**src/rtl/regfile_dxw_1clk.sv**
```systemverilog
`default_nettype none
// ============================================================================
//  Module   : regfile_dxw_1clk
//  Purpose  : Parametrised register file (DEPTH x DW) with per-bit write
//             mask, one-clock registered read with valid/error flags,
//             optional write-to-read bypass and a hardware init sweep that
//             fills every entry with INIT_VAL after reset or on clr_i.
//  Ports    : clk      - clock, rising edge
//             rst_n    - synchronous active-low reset
//             clr_i    - request a re-initialisation sweep (READY only)
//             wen_i    - write enable; waddr_i / wdata_i / wmask_i
//             ren_i    - read enable; raddr_i
//             rdata_o  - registered read data
//             rvalid_o - one-cycle pulse, rdata_o/rerr_o updated
//             rerr_o   - read address out of range (qualified by rvalid_o)
//             busy_o   - init sweep in progress, requests ignored
//  Revision : 1.0  initial release
// ============================================================================
module regfile_dxw_1clk #(
    parameter int              DEPTH    = 4,
    parameter int              AW       = 2,
    parameter int              DW       = 8,
    parameter logic [DW-1:0]   INIT_VAL = {DW{1'b0}},
    parameter bit              BYPASS   = 1'b1
) (
    input  logic            clk,
    input  logic            rst_n,
    input  logic            clr_i,
    input  logic            wen_i,
    input  logic [AW-1:0]   waddr_i,
    input  logic [DW-1:0]   wdata_i,
    input  logic [DW-1:0]   wmask_i,
    input  logic            ren_i,
    input  logic [AW-1:0]   raddr_i,
    output logic [DW-1:0]   rdata_o,
    output logic            rvalid_o,
    output logic            rerr_o,
    output logic            busy_o
);

    // One extra bit so DEPTH == 2^AW is representable for the range compare.
    localparam logic [AW:0]   c_depth = (AW+1)'(DEPTH);
    localparam logic [AW-1:0] c_last  = AW'(DEPTH - 1);

    typedef enum logic [0:0] {
        ST_INIT  = 1'b0,
        ST_READY = 1'b1
    } state_t;

    state_t          r_state;
    logic [AW-1:0]   r_cnt;
    logic [DW-1:0]   r_mem [DEPTH];
    logic [DW-1:0]   r_rdata;
    logic            r_rvalid;
    logic            r_rerr;

    logic            w_busy;
    logic            w_waddr_ok;
    logic            w_raddr_ok;
    logic            w_wr_ok;
    logic            w_collide;
    logic [DW-1:0]   w_merged;
    logic [DW-1:0]   w_rd_word;

    assign w_busy     = (r_state == ST_INIT);
    assign w_waddr_ok = ({1'b0, waddr_i} < c_depth);
    assign w_raddr_ok = ({1'b0, raddr_i} < c_depth);

    // A clr_i request in READY drops any access in the same cycle.
    assign w_wr_ok    = !w_busy && !clr_i && wen_i && w_waddr_ok;
    assign w_collide  = w_wr_ok && (waddr_i == raddr_i);

    always_comb begin
        w_merged  = {DW{1'b0}};
        w_rd_word = {DW{1'b0}};
        if (w_waddr_ok) begin
            w_merged = (r_mem[waddr_i] & ~wmask_i) | (wdata_i & wmask_i);
        end
        if (w_raddr_ok) begin
            w_rd_word = r_mem[raddr_i];
        end
        if (BYPASS && w_collide) begin
            w_rd_word = w_merged;
        end
    end

    // Storage array: never reset directly; the sweep provides known content.
    always_ff @(posedge clk) begin
        if (rst_n) begin
            if (w_busy) begin
                r_mem[r_cnt] <= INIT_VAL;
            end else if (w_wr_ok) begin
                r_mem[waddr_i] <= w_merged;
            end
        end
    end

    // Control FSM and registered read port.
    always_ff @(posedge clk) begin
        if (!rst_n) begin
            r_state  <= ST_INIT;
            r_cnt    <= '0;
            r_rdata  <= '0;
            r_rvalid <= 1'b0;
            r_rerr   <= 1'b0;
        end else begin
            case (r_state)
                ST_INIT: begin
                    r_rvalid <= 1'b0;
                    r_rerr   <= 1'b0;
                    if (r_cnt == c_last) begin
                        r_cnt   <= '0;
                        r_state <= ST_READY;
                    end else begin
                        r_cnt <= r_cnt + 1'b1;
                    end
                end
                ST_READY: begin
                    if (clr_i) begin
                        r_state  <= ST_INIT;
                        r_cnt    <= '0;
                        r_rvalid <= 1'b0;
                        r_rerr   <= 1'b0;
                    end else if (ren_i) begin
                        r_rvalid <= 1'b1;
                        if (w_raddr_ok) begin
                            r_rdata <= w_rd_word;
                            r_rerr  <= 1'b0;
                        end else begin
                            r_rdata <= '0;
                            r_rerr  <= 1'b1;
                        end
                    end else begin
                        // rdata_o holds its last value when no read is issued.
                        r_rvalid <= 1'b0;
                        r_rerr   <= 1'b0;
                    end
                end
                default: begin
                    r_state <= ST_INIT;
                    r_cnt   <= '0;
                end
            endcase
        end
    end

    assign rdata_o  = r_rdata;
    assign rvalid_o = r_rvalid;
    assign rerr_o   = r_rerr;
    assign busy_o   = w_busy;

endmodule
`default_nettype wire

```
**config.mk**
```make
export PLATFORM = sky130hd
export DESIGN_NAME = regfile_dxw_1clk
export DESIGN_NICKNAME = d
export VERILOG_FILES = /design/src/rtl/regfile_dxw_1clk.sv
export SDC_FILE = /design/constraint.sdc
export NUM_CORES = 1
export LEC_CHECK = 0
export ABC_CLOCK_PERIOD_IN_PS = 5100
export BUFFER_PORTS_ARGS = -buffer_cell sky130_fd_sc_hd__buf_2
export CAP_MARGIN = 20
export CORE_MARGIN = 4
export CORE_UTILIZATION = 60
export DETAILED_ROUTE_END_ITERATION = 10
export PLACE_DENSITY_LB_ADDON = 0.05
export SLEW_MARGIN = 0
export SYNTH_ARGS = -nofsm -noshare
export SYNTH_HDL_FRONTEND = slang
export SYNTH_SLANG_ARGS = --single-unit
```
**constraint.sdc**
```tcl
create_clock -name clk -period 5.1 [get_ports clk]
set_input_delay 0.255 -clock clk [delete_from_list [all_inputs] [get_ports clk]]
set_output_delay 0.255 -clock clk [all_outputs]
set_load 0.01 [all_outputs]
```
Yosys cells after proc, flatten, opt, wreduce, memory -nomap -nowiden
Memories as Yosys holds them, arrays and structs flattened. A register that Yosys moved wholly into a read port is not among the register bits.
Cells that the tools add are included.
Widths: inputs -> output; s select.
- bits in registers: 4
- memory bits (writable): 32
- input bits: 25
- output and inout bits: 11
- memories kept: 1
- memories (memory ; depth ; bits a word ; read ports ; clocked after Yosys merged registers in ; wr ports ; line ; RTL):
    r_mem ; 4 ; 8 ; 2 ; 1 ; 1 ; 52 ; logic [DW-1:0] r_mem [DEPTH];
- add/subtract/negate cells: 1
- eq/ne operators: 2
- multiplexer cells: 19
- bitwise logic cells: 6
- reductions and logical operators: 6
- operators by type and width (operator ; count):
    $and 8x8->8 ; 2
    $mux 1 ; 12
    $mux 8 ; 1
    $not 8->8 ; 1
    $or 8x8->8 ; 1
    $reduce_or 8->1 ; 1
    $mux 2 ; 3
    $pmux 1 s2 ; 2
    $pmux 2 s2 ; 1
    $reduce_and 3->1 ; 1
    $add 2x1->2 const B ; 1
    $eq 2x2->1 const B ; 1
    $logic_and 1x1->1 ; 2
    $logic_not 1->1 ; 2
    $ne 2x2->1 const B ; 1
    $not 1->1 ; 2

Longest topological paths before layout
- depth in word-level cells: 9
- depth in mapped cells: 7
- mapped depth without buffers: 5

Worst setup path before layout
Ideal clock, no wire load.
- path kind: register to register
- from: reg r_state
- to: mem r_mem[3][0] (enable)
- arrival: 1.587 ns
- data required time: 4.717 ns
- setup slack: 3.130 ns
- stages on the path, launching flop included: 4
- period minus slack after synthesis: 1.970 ns
- path through: dfxtp_1 -> nand4b_4 -> mux2i_4 -> nor3_1
- cells in the longest elaborated chain, start to end: 8
- elaborated cells between the ends (all ways): 12
- classes of those cells: mux: 9; reduce/logical: 3
- ends and longest elaborated chain (element ; line ; RTL):
    start, declared ; 50 ; state_t r_state;
    start signal, assigned ; 101 ; r_state <= ST_INIT;
    start signal, assigned ; 113 ; r_state <= ST_READY;
    start signal, assigned ; 120 ; r_state <= ST_INIT;
    $logic_and 1x1->1 (2 in series) ; 70 ; assign w_wr_ok = !w_busy && !clr_i && wen_i && w_waddr_ok;
    $mux 1 ; 92 ; end else if (w_wr_ok) begin
    $mux 1 ; 90 ; if (w_busy) begin
    $mux 1 ; 89 ; if (rst_n) begin
    $mux 1 (not written as such) ; 93 ; r_mem[waddr_i] <= w_merged;
    $reduce_or 8->1 (no source line) ; - ;
    $mux 2 (no source line) / $mux 1 (equally long branches) ; - ;
    end, declared ; 52 ;
Several ways; a longest one is shown, not always the timed one.

Worst setup path in the final report
- from: reg r_state
- to: mem r_mem[2][6] (enable)
The elaborated chain is that of the path after synthesis.

==> results.txt <==
Final GP Congestion -> 0.798
Chip Height -> 68.0 um
Number of max-cap violations -> 0
Post-synth net total -> 175
Horizontal die dimension -> 68.0 um
Critical path data required time -> 5.11 ns
Rel. slew slack -> 45.1%
Share of cells above drive strength 1 -> 35.0%
HP Class -> primary input to register
Number of hold buffers added after CTS -> 0
Average wire per standard cell -> 20.2 um
Clock tree from TritonCTS -> done
Met2 Usage GRT -> 37.8%
Pre-CTS setup slack -> 2.79 ns
Reg2Reg Launch Point -> r_state$_SDFF_PN0_
Period utilization -> 42.5%
Launching element of the worst setup path -> r_state$_SDFF_PN0_
Setup TNS after final layout -> 0 ns
RSZ-0062 raised after global routing -> no
Initial cell density of the core -> 63.2%
Drt first pass iters -> 4
Detailed Route WL -> 4630 um
Remaining routing DRC violations -> 0
Clock tree skew after final layout -> 0.0101 ns
Unique cell type count in the Yosys netlist -> 28
Outcome -> finished clean
Number of nets with antenna violations after detailed routing -> 0
Clock Pin Slew Worst Setup and Hold Paths -> 0.12 ns
DIE AREA -> 4620 um^2
Fin. Hold Viols -> 0
Maximum fanout along the worst path -> 10
F_max -> 462 MHz
Inserted Diodes -> 0
CTS Root Cell -> sky130_fd_sc_hd__clkbuf_4
Largest net degree at the start of global routing -> 17
Buffer depth of the longest clock path -> 2
FF-to-FF path depth -> 4
Classification of the worst setup path -> register to register
Max-slew violation total from the final report -> 0
CP startpoint kind -> register
Remaining global-route overflow -> 0
Crit path capture -> r_mem[2][6]$_DFFE_PP_
Number of antenna violations at the first check in global routing -> 0
CTS sink count -> 44
Global-route wire length before repair -> 7340 um
Worst Max-Slew Pin Slew -> 0.821 ns
H-tree lvl count -> 2
HPWL after detailed placement -> 3340 um
Setup slack of the critical path after layout -> 2.93 ns
Syn Std Cell Area -> 2160 um^2
Core outline area -> 3420 um^2
Total vias in the final route -> 1442
Power per cell area -> 297 nW/um^2
Minimum clock period -> 2.17 ns
Postcts setup bufs -> 0
Inserted Clock Buffers -> 5
Count of routing violations after the opening detailed-route iteration -> 100
Number of storage elements in the synthesis netlist -> 44
Met1 track demand over resource -> 30.4%
Critical register-to-register path endpoint -> r_mem[2][6]$_DFFE_PP_
Part of the Yosys area used for sequential elements -> 55.7%
Gate count after technology mapping -> 149
Port bufs -> 34
Count of final setup violators -> 0
Global route hottest layer -> met2
Mean cell area of the mapped netlist -> 14.5 um^2
R2r setup slk -> 2.93 ns
Total I/O pin count -> 36
Largest voltage drop on the vdd net -> 0.000244 V
Crit. End Element -> register
Resized Gates After CTS -> 0
Combined global-route utilization of all metal layers -> 23.1%
Global-route met3 utilization -> 4.76%
Area overhead of the layout relative to synthesis -> 11.7%
Total number of yosys warnings -> 0
Cell Rows -> 21
Number of global-route vias before repair -> 1438
Net count of the finished layout -> 208
Critical Path AT -> 2.17 ns
Clock network latency to the later pin of the worst-skew pair -> 0.37 ns
Static leakage -> 0.893 nW
Vias/cell -> 6.30
-- cell usage after synthesis --
master / n / area [um^2]
sky130_fd_sc_hd__conb_1: 1 / 3.75
sky130_fd_sc_hd__inv_2: 1 / 3.75
sky130_fd_sc_hd__xnor2_1: 2 / 17.5
sky130_fd_sc_hd__a31oi_1: 8 / 50.1
sky130_fd_sc_hd__and2_0: 1 / 6.26
sky130_fd_sc_hd__a21oi_1: 3 / 15.0
sky130_fd_sc_hd__and2_1: 1 / 6.26
sky130_fd_sc_hd__o21ai_0: 9 / 45.0
sky130_fd_sc_hd__nor3_1: 2 / 10.0
sky130_fd_sc_hd__xor2_2: 2 / 32.5
sky130_fd_sc_hd__nand4b_4: 1 / 23.8
sky130_fd_sc_hd__ha_1: 1 / 12.5
sky130_fd_sc_hd__nand2_1: 4 / 15.0
sky130_fd_sc_hd__buf_1: 1 / 3.75
sky130_fd_sc_hd__buf_4: 1 / 7.51
sky130_fd_sc_hd__and3_1: 2 / 12.5
sky130_fd_sc_hd__inv_1: 1 / 3.75
sky130_fd_sc_hd__nor2b_1: 3 / 18.8
sky130_fd_sc_hd__buf_2: 2 / 10.0
sky130_fd_sc_hd__mux2i_1: 8 / 80.1
sky130_fd_sc_hd__nand4_1: 8 / 50.1
sky130_fd_sc_hd__o31ai_1: 8 / 60.1
sky130_fd_sc_hd__clkbuf_1: 5 / 18.8
sky130_fd_sc_hd__mux4_2: 16 / 360
sky130_fd_sc_hd__dfxtp_1: 12 / 240
sky130_fd_sc_hd__edfxtp_1: 32 / 961
sky130_fd_sc_hd__nor2_1: 12 / 45.0
sky130_fd_sc_hd__mux2i_4: 2 / 45.0
-- kinds of logic after synthesis --
group | synth area share, %
DFF | 55.7
and+or+nand+nor | 8.70
AOI/OAI and AO/OA | 7.88
muxes | 22.5
buffers and inverters | 2.20
xor gates and xnor gates | 2.32
adders and majority gates | 0.580
other | 0.174
-- state kept, by name, indices dropped and copies added (netlist names) --
register,flops
rvalid_o,1
rdata_o,8
r_cnt,2
r_state,1
r_mem,32
-- per-stage QoR --
stage	cells	instance area, um^2	util [%]	total power [mW]	hold slack, ns
after floorplan	149	2160	-	0.515	0.393
after global placement	220	2350	68.7	0.548	0.504
after detailed placement	220	2350	68.7	0.552	0.514
after CTS	228	2400	70.3	0.715	0.129
after global routing	229	2410	70.5	0.746	0.135
final	229	2410	70.5	0.715	0.132
-- final cells by class --
cell class | count | area, um^2
Inverter | 2 | 7.51
Timing Repair Buffer | 35 | 178
Fill cell | 256 | 1010
Sequential cell | 44 | 1200
Multi-Input combinational cell | 94 | 910
Clock inverter | 3 | 18.8
Tap cell | 46 | 57.6
Clock buffer | 5 | 37.5
-- report_power, final --
part | internal, mW | switching, mW | leakage (nW)
registers | 0.406 | 0.0133 | 0.405
clock network | 0.0519 | 0.117 | 0.0249
logic | 0.0541 | 0.0727 | 0.463
-- cell usage in the layout, fill, tap and decap left out, drive strengths merged --
master and instances:
conb 1, and2 2, edfxtp 32, a21oi 3, nand4b 1, o21ai 9
clkinvlp 2, nand4 8, a31oi 8, buf 34, inv 2, nand2 4
o31ai 8, nor3 2, xor2 2, clkbuf 6, nor2b 3, dfxtp 12
and3 2, clkinv 1, ha 1, nor2 12, xnor2 2, mux4 16
mux2i 10
-- routing by layer --
metal,share of wire [%],vias to the layer above,wire length (um)
met5,0,-,0
met4,1.7,0,78
met3,7.2,8,334
met1,42,711,1930
met2,49,59,2290
li1,-,664,-
-- critical path, stage by stage (launching register included) --
cell and delay, ns:
sky130_fd_sc_hd__dfxtp_1 0.48, sky130_fd_sc_hd__nand4b_4 0.27, sky130_fd_sc_hd__mux2i_4 0.34, sky130_fd_sc_hd__nand2_1 0.08
sky130_fd_sc_hd__nor2_1 0.63
-- how the worst min path moves through the flow --
stage / from / endpoint / slack (ns) / cells past startpoint
floorplan: rst_n / rdata_o[0]$_SDFFE_PN0P_ / 0.39 / 2
global placement: ren_i / rvalid_o$_SDFF_PN0_ / 0.50 / 2
detailed placement: ren_i / rvalid_o$_SDFF_PN0_ / 0.51 / 2
CTS: ren_i / rvalid_o$_SDFF_PN0_ / 0.13 / 2
global route: ren_i / rvalid_o$_SDFF_PN0_ / 0.14 / 2
finish: ren_i / rvalid_o$_SDFF_PN0_ / 0.13 / 2
Power figures use the tool's default switching activity.
